`config.mk`:
```
export PLATFORM = sky130hd
export DESIGN_NAME = alu_arbiter
export DESIGN_NICKNAME = d
export VERILOG_FILES = /design/src/rtl/alu_arbiter.sv
export SDC_FILE = /design/constraint.sdc
export NUM_CORES = 1
export LEC_CHECK = 0
export ABC_AREA = 1
export CORE_AREA = 2 2 135 190
export DETAILED_ROUTE_END_ITERATION = 7
export DIE_AREA = 0 0 137 192
export GPL_TIMING_DRIVEN = 0
export PLACE_DENSITY = 0.67
export SETUP_SLACK_MARGIN = 0.2
export SYNTH_ARGS = -nofsm -noshare
export SYNTH_HDL_FRONTEND = slang
export SYNTH_SLANG_ARGS = --single-unit
export TNS_END_PERCENT = 50
```
`constraint.sdc`:
```
create_clock -name clk -period 1.8 [get_ports clk]
set_clock_uncertainty 0.2 [all_clocks]
set_input_delay 0.36 -clock clk [delete_from_list [all_inputs] [get_ports clk]]
set_output_delay 0.36 -clock clk [all_outputs]
set_load 0.05 [all_outputs]
```
`src/rtl/alu_arbiter.sv`:
```
// Two-requester front end for a shared ALU. It grants one request at a time,
// registers the operands, waits LATENCY cycles, and stores the result per port.
module alu_arbiter #(
  parameter int unsigned LATENCY = 1
) (
  input  logic        clk,
  input  logic        reset,
  input  logic        req0_valid,
  output logic        req0_ready,
  input  logic [31:0] req0_rs1,
  input  logic [31:0] req0_op2,
  input  logic [2:0]  req0_op,
  input  logic        req0_mod,
  input  logic        req0_neg,
  input  logic        req1_valid,
  output logic        req1_ready,
  input  logic [31:0] req1_rs1,
  input  logic [31:0] req1_op2,
  input  logic [2:0]  req1_op,
  input  logic        req1_mod,
  input  logic        req1_neg,
  output logic [31:0] alu_a,
  output logic [31:0] alu_b,
  output logic [2:0]  alu_op,
  output logic        alu_mod,
  output logic        alu_neg,
  input  logic [31:0] alu_res,
  output logic        rsp0_valid,
  output logic [31:0] rsp0_data,
  input  logic        rsp0_ready,
  output logic        rsp1_valid,
  output logic [31:0] rsp1_data,
  input  logic        rsp1_ready,
  output logic        busy
);

  typedef enum logic {IDLE, WAIT} state_t;

  state_t      state_q, state_d;
  logic [2:0]  cnt_q, cnt_d;
  logic        owner_q, owner_d;
  logic        last_grant_q, last_grant_d;
  logic [31:0] alu_a_q, alu_a_d;
  logic [31:0] alu_b_q, alu_b_d;
  logic [2:0]  alu_op_q, alu_op_d;
  logic        alu_mod_q, alu_mod_d;
  logic        alu_neg_q, alu_neg_d;
  logic        rsp0_valid_q, rsp0_valid_d;
  logic        rsp1_valid_q, rsp1_valid_d;
  logic [31:0] rsp0_data_q, rsp0_data_d;
  logic [31:0] rsp1_data_q, rsp1_data_d;

  logic elig0, elig1;
  logic gnt0, gnt1;
  logic grant;
  logic done;

  // A port may be granted while its buffer drains, since completion is at least two edges away.
  always_comb begin
    elig0 = req0_valid && (!rsp0_valid_q || rsp0_ready);
    elig1 = req1_valid && (!rsp1_valid_q || rsp1_ready);
    gnt0  = 1'b0;
    gnt1  = 1'b0;
    if (state_q == IDLE && !reset) begin
      if (elig0 && elig1) begin
        gnt0 = last_grant_q;
        gnt1 = !last_grant_q;
      end else begin
        gnt0 = elig0;
        gnt1 = elig1;
      end
    end
    grant = gnt0 || gnt1;
    done  = (state_q == WAIT) && (cnt_q == 3'd1);
  end

  always_ff @(posedge clk) begin
    if (reset) state_q <= IDLE;
    else       state_q <= state_d;
  end

  always_comb begin
    state_d = state_q;
    case (state_q)
      IDLE:    if (grant) state_d = WAIT;
      WAIT:    if (done)  state_d = IDLE;
      default: state_d = IDLE;
    endcase
  end

  always_comb begin
    req0_ready = gnt0;
    req1_ready = gnt1;
    busy       = (state_q == WAIT);
    alu_a      = alu_a_q;
    alu_b      = alu_b_q;
    alu_op     = alu_op_q;
    alu_mod    = alu_mod_q;
    alu_neg    = alu_neg_q;
    rsp0_valid = rsp0_valid_q;
    rsp1_valid = rsp1_valid_q;
    rsp0_data  = rsp0_data_q;
    rsp1_data  = rsp1_data_q;
  end

  always_comb begin
    cnt_d        = cnt_q;
    owner_d      = owner_q;
    last_grant_d = last_grant_q;
    alu_a_d      = alu_a_q;
    alu_b_d      = alu_b_q;
    alu_op_d     = alu_op_q;
    alu_mod_d    = alu_mod_q;
    alu_neg_d    = alu_neg_q;
    rsp0_valid_d = rsp0_valid_q && !rsp0_ready;
    rsp1_valid_d = rsp1_valid_q && !rsp1_ready;
    rsp0_data_d  = rsp0_data_q;
    rsp1_data_d  = rsp1_data_q;
    if (grant) begin
      owner_d      = gnt1;
      last_grant_d = gnt1;
      cnt_d        = 3'(LATENCY);
      alu_a_d      = gnt1 ? req1_rs1 : req0_rs1;
      alu_b_d      = gnt1 ? req1_op2 : req0_op2;
      alu_op_d     = gnt1 ? req1_op  : req0_op;
      alu_mod_d    = gnt1 ? req1_mod : req0_mod;
      alu_neg_d    = gnt1 ? req1_neg : req0_neg;
    end else if (state_q == WAIT) begin
      cnt_d = cnt_q - 3'd1;
    end
    if (done) begin
      if (owner_q) begin
        rsp1_valid_d = 1'b1;
        rsp1_data_d  = alu_res;
      end else begin
        rsp0_valid_d = 1'b1;
        rsp0_data_d  = alu_res;
      end
    end
  end

  always_ff @(posedge clk) begin
    if (reset) begin
      cnt_q        <= '0;
      owner_q      <= 1'b0;
      last_grant_q <= 1'b1;
      alu_a_q      <= '0;
      alu_b_q      <= '0;
      alu_op_q     <= '0;
      alu_mod_q    <= 1'b0;
      alu_neg_q    <= 1'b0;
      rsp0_valid_q <= 1'b0;
      rsp1_valid_q <= 1'b0;
      rsp0_data_q  <= '0;
      rsp1_data_q  <= '0;
    end else begin
      cnt_q        <= cnt_d;
      owner_q      <= owner_d;
      last_grant_q <= last_grant_d;
      alu_a_q      <= alu_a_d;
      alu_b_q      <= alu_b_d;
      alu_op_q     <= alu_op_d;
      alu_mod_q    <= alu_mod_d;
      alu_neg_q    <= alu_neg_d;
      rsp0_valid_q <= rsp0_valid_d;
      rsp1_valid_q <= rsp1_valid_d;
      rsp0_data_q  <= rsp0_data_d;
      rsp1_data_q  <= rsp1_data_d;
    end
  end

endmodule

```
After elaboration in Yosys (flattened, before gate mapping)

Index checks and enable logic that the tools add are counted.

Flip-flop bits (word level): 141
Bits in latches: 0
RAM bits: 0
ROM bits: 0
Output and inout bits: 138
Word-level logic and storage cells: 56
Memories kept: 0

Add/subtract/negate cells: 1
$mul: 0
Div/mod/pow operators: 0
$lt $le $gt $ge: 0
Eq/ne operators: 1
Shifts and indexed selects: 0
Muxes and demuxes: 18
Bitwise logic cells: 2
Reductions and logical operators: 20

Operators with widths:

| cell                | count |
|---|---|
| $mux 32             | 2 |
| $mux 1              | 14 |
| $logic_and 1x1->1   | 7 |
| $logic_not 1->1     | 6 |
| $reduce_and 2->1    | 2 |
| $eq 3x1->1 const B  | 1 |
| $logic_or 1x1->1    | 3 |
| $mux 3              | 1 |
| $sub 3x1->3 const B | 1 |
| $not 1->1           | 2 |
| $pmux 1 s2          | 1 |
| $reduce_bool 2->1   | 1 |
| $reduce_or 2->1     | 1 |

Logic depth before layout (Yosys ltp)

Gate-level depths: netlist of run 1.

Depth in word-level cells: 9
Depth in mapped cells: 10

Worst setup path after synthesis of run 1

Ideal clock, no wire load.

Kind: register to output
From: register rsp0_valid_q (netlist: rsp0_valid)
To: output port req1_ready
Arrival: 1.822 ns
Data required time: 1.240 ns
Setup slack: -0.582 ns
Stages on the path, launching flop included: 7
Cell sequence: dfxtp_1 nand2_1 nand3_1 buf_2 buf_1 nand2_1 inv_1

Word-level cells in the longest chain between the ends: 6

Ends and longest elaborated chain:

| item                   | RTL line | RTL |
|---|---|---|
| start, declared        | 48       | `logic rsp0_valid_q, rsp0_valid_d;` |
| start signal, assigned | 165      | `rsp0_valid_q <= rsp0_valid_d;` |
| $logic_not 1->1        | 60       | `elig0 = req0_valid && (!rsp0_valid_q \|\| rsp0_ready);` |
| $logic_or 1x1->1       | 60       |  |
| $logic_and 1x1->1      | 60       |  |
| $logic_and 1x1->1      | 65       | `if (elig0 && elig1) begin` |
| $mux 1                 | 65       |  |
| $mux 1                 | 64       | `if (state_q == IDLE && !reset) begin` |
| end, declared          | 16       | `output logic req1_ready,` |

No other way between the ends.

Worst setup path after layout of run 1

Ends and elaborated chain as after synthesis.

==> results of run 1 <==
==> power groups by stage <==
stage | clock network, mW | logic [mW] | registers [mW]
after floorplan | 0 | 0.786 | 4.30
after global placement | 0 | 2.69 | 3.53
after detailed placement | 0 | 2.70 | 3.54
after CTS | 3.71 | 2.87 | 3.47
after global routing | 3.83 | 3.60 | 3.51
final | 3.61 | 3.40 | 3.49
==> layout make-up <==
type,instances,area [um2]
clock inverters,15,169
repair buffers,356,3410
inverters,82,317
multi-input cells,640,3760
flip-flops and latches,141,2840
clock buffers,17,425
well taps,315,394
plain buffers,76,719
fillers,2425,12500
==> Yosys cell counts (all sizes together) <==
library cell / number / share of area [%]
o21ai: 104 / 8.2
buf: 36 / 2.9
nand2: 111 / 6.6
ha: 2 / 0.40
a211oi: 1 / 0.12
clkbuf: 40 / 2.4
nor3b: 1 / 0.12
a21oi: 104 / 8.2
xor2: 1 / 0.14
inv: 82 / 4.9
dfxtp: 141 / 45
nand3: 108 / 8.6
nor2: 208 / 13
==> worst min-delay path by stage <==
stage,to,cells after the start
5_1_grt,rsp1_data[2]$_SDFFE_PP0P_,2
4_1_cts,rsp1_valid$_SDFF_PP0_,4
6_report,rsp1_data[8]$_SDFFE_PP0P_,2
3_5_place_dp,rsp1_data[20]$_SDFFE_PP0P_,2
2_1_floorplan,cnt_q[2]$_SDFFE_PP0P_,2
3_3_place_gp,rsp1_data[4]$_SDFFE_PP0P_,2
==> critical path: stages (launching register included) <==
cell and delay, ns:
dfxtp_4 0.35, nand2_4 0.09, nand3_4 0.10, buf_8 0.15, buf_8 0.11, nand2_4 0.07, clkinvlp_4 0.09, buf_8 0.15
==> cells by family (layout without fill, tap and decap cells) <==
logic type / count (synthesis) / in the layout / share of synthesized area (%)
compound gates: 209 / 209 / 16.6
simple gates: 428 / 428 / 28.1
fa+ha+maj: 2 / 2 / 0.396
buf+inv: 158 / 546 / 10.2
flops: 141 / 141 / 44.6
xor+xnor: 1 / 1 / 0.139
==> per-layer routing <==
layer  track usage, %  wire length (um)
met2             34.5             14000
met5                0                 0
met1             19.7              9790
met4             5.79               773
met3             5.99              2060
==> metrics by stage <==
step	hold slack (ns)	cell area, um2	worst slack (ns)	utilization, %	setup TNS (ns)
2_1_floorplan	0.252	6420	0.0609	-	0
3_3_place_gp	0.248	9950	-1.35	40.6	-80.74
3_5_place_dp	0.251	9950	-1.31	40.6	-83.30
4_1_cts	0.181	10700	-0.342	43.7	-3.48
5_1_grt	0.277	12000	-0.359	49.1	-7.65
6_report	0.262	12000	-0.302	49.1	-2.46
==> state kept, by name (all words and copies together) (netlist names), 3 cells and up <==
| name | cells |
|---|---|
| alu_a | 32 |
| alu_b | 32 |
| rsp0_data | 32 |
| rsp1_data | 32 |
| alu_op | 3 |
| cnt_q | 3 |
==> timing repair <==
item / CTS / global route
cloned: 3 / 8
buffers inserted: 19 / 13
pin swaps: 8 / 157
gates resized for setup: 903 / 378
endpoints found under the setup margin: 277 / 177
==> results by group, run 1 <==
Outcome
  • Status: complete, but fails checks
  • Failing checks: negative setup slack

Power
  • Clock Power Share: 34.4%
  • PD cells: 872 nW/um2
  • VDD IR max: 0.000648 V
  • P_leak: 5.19 nW
  • Seq pwr share: 33.3%
  • Post-layout power: 10.5 mW
  • Sw Ratio: 35.8%
  • Comb pwr share: 32.4%
  • Switching pwr: 3.75 mW
  • Internal power: 6.74 mW

Final layout
  • Commonest cells after routing, fill and taps aside: 170 x clkdlybuf4s50_1, 144 x nor2_1, 136 x dfxtp_1, 131 x buf_4, 104 x nand3_1
  • Final Net Count: 1492
  • Commonest non-fill, non-tap cell in the layout: clkdlybuf4s50_1
  • Proportion of layout cells with a drive suffix above 1: 34.5%
  • Final Non-Filler Cells: 1642
  • Area Overhead vs Synth: 90.3%
  • Ant. Diodes: 0

STA
  • Worst Setup Slack, final: -0.302 ns
  • FMAX: 476 MHz
  • Slew of the pin with the lowest slew margin: 0.561 ns
  • RSZ-0062 raised after global routing: yes
  • Period utilization: 117%
  • Final setup vio count: 58
  • Min cycle time layout: 2.10 ns
  • Max-slew headroom: 62.6%
  • Max Transition Viols Final: 0
  • Total count of hold-check failures in the final report: 0

Floorplanning
  • Core area: 24500 um2
  • Die H: 192 um
  • IO Pins: 314
  • Cell Rows: 68
  • Total die area: 26300 um2
  • Starting Density: 25.8%
  • Die width: 137 um

Worst setup path
  • Worst Path Arrival: 1.54 ns
  • R2r setup slk: -0.13 ns
  • Worst Path Required: 1.24 ns
  • RR Endpoint: alu_a[15]$_SDFFE_PP0P_
  • CP endpoint kind: output pin
  • Worst-path fanout max: 3
  • Critical Path Start Type: register
  • Worst setup endpoint: req1_ready
  • Crit path from: rsp0_valid$_SDFF_PP0_
  • RR Startpoint: busy$_SDFF_PP0_
  • Worst Reg2Reg Path Length in Cells: 12
  • Kind of critical path: register to output pin

Clock tree
  • TritonCTS buffer count: 17
  • CTS Buffer Depth: 2
  • Clock sinks: 141
  • H-tree depth: 4
  • Root buffer selected by CTS: clkbuf_16
  • Worst-Skew Late Latency: 0.42 ns
  • Clock transition at path regs: 0.07 ns
  • TritonCTS clock tree: yes
  • CTS Hold Bufs: 0

Yosys
  • Syn nets: 1117
  • Mean Syn Cell Area: 6.74 um2
  • Mapped Area: 6320 um2
  • Post-Synthesis Cells: 939
  • Yosys reg bits: 141
  • Seq/Total Area, Yosys: 44.6%
  • Synth cell types: 20
  • Synth warn: 0

Drt
  • Antenna viol nets, final: 0
  • Vias per inst: 4.63
  • Mean routed wirelength per cell: 16.2 um
  • 1st-pass router iterations: 4
  • Vias: 7603
  • Drt drc: 0
  • 1st-iter DRT viols: 309
  • WL final: 26600 um

Run
  • Max-cap viol count: 0

Global route
  • Initial antenna violation count: 0
  • Pin count of the biggest net entering global routing: 17
  • GRT Resource Usage Total: 18.6%
  • Number of global-route vias before repair: 7157
  • First-pass GRT wire length: 37900 um
  • Remaining global-route overflow: 0

Place
  • HPWL Detailed: 18800 um
  • PortBufs: 313
  • Placed cells: 1567
  • Final Wtd Congestion: 0.875

Hold path
  • Hold WC Path Type: register to register
  • Hold_sp: rsp1_data[8]$_SDFFE_PP0P_
Power figures use the tool's default switching activity.
==> run 2, diff against run 1 <==
--- a/config.mk
+++ b/config.mk
@@ -7,6 +7,7 @@
 export LEC_CHECK = 0
 export ABC_AREA = 1
 export CORE_AREA = 2 2 135 190
+export CTS_CLUSTER_SIZE = 20
 export DETAILED_ROUTE_END_ITERATION = 7
 export DIE_AREA = 0 0 137 192
 export GPL_TIMING_DRIVEN = 0
==> results of run 2 <==
Same layout as run 1: the final DEF is identical, and so are final timing and power.
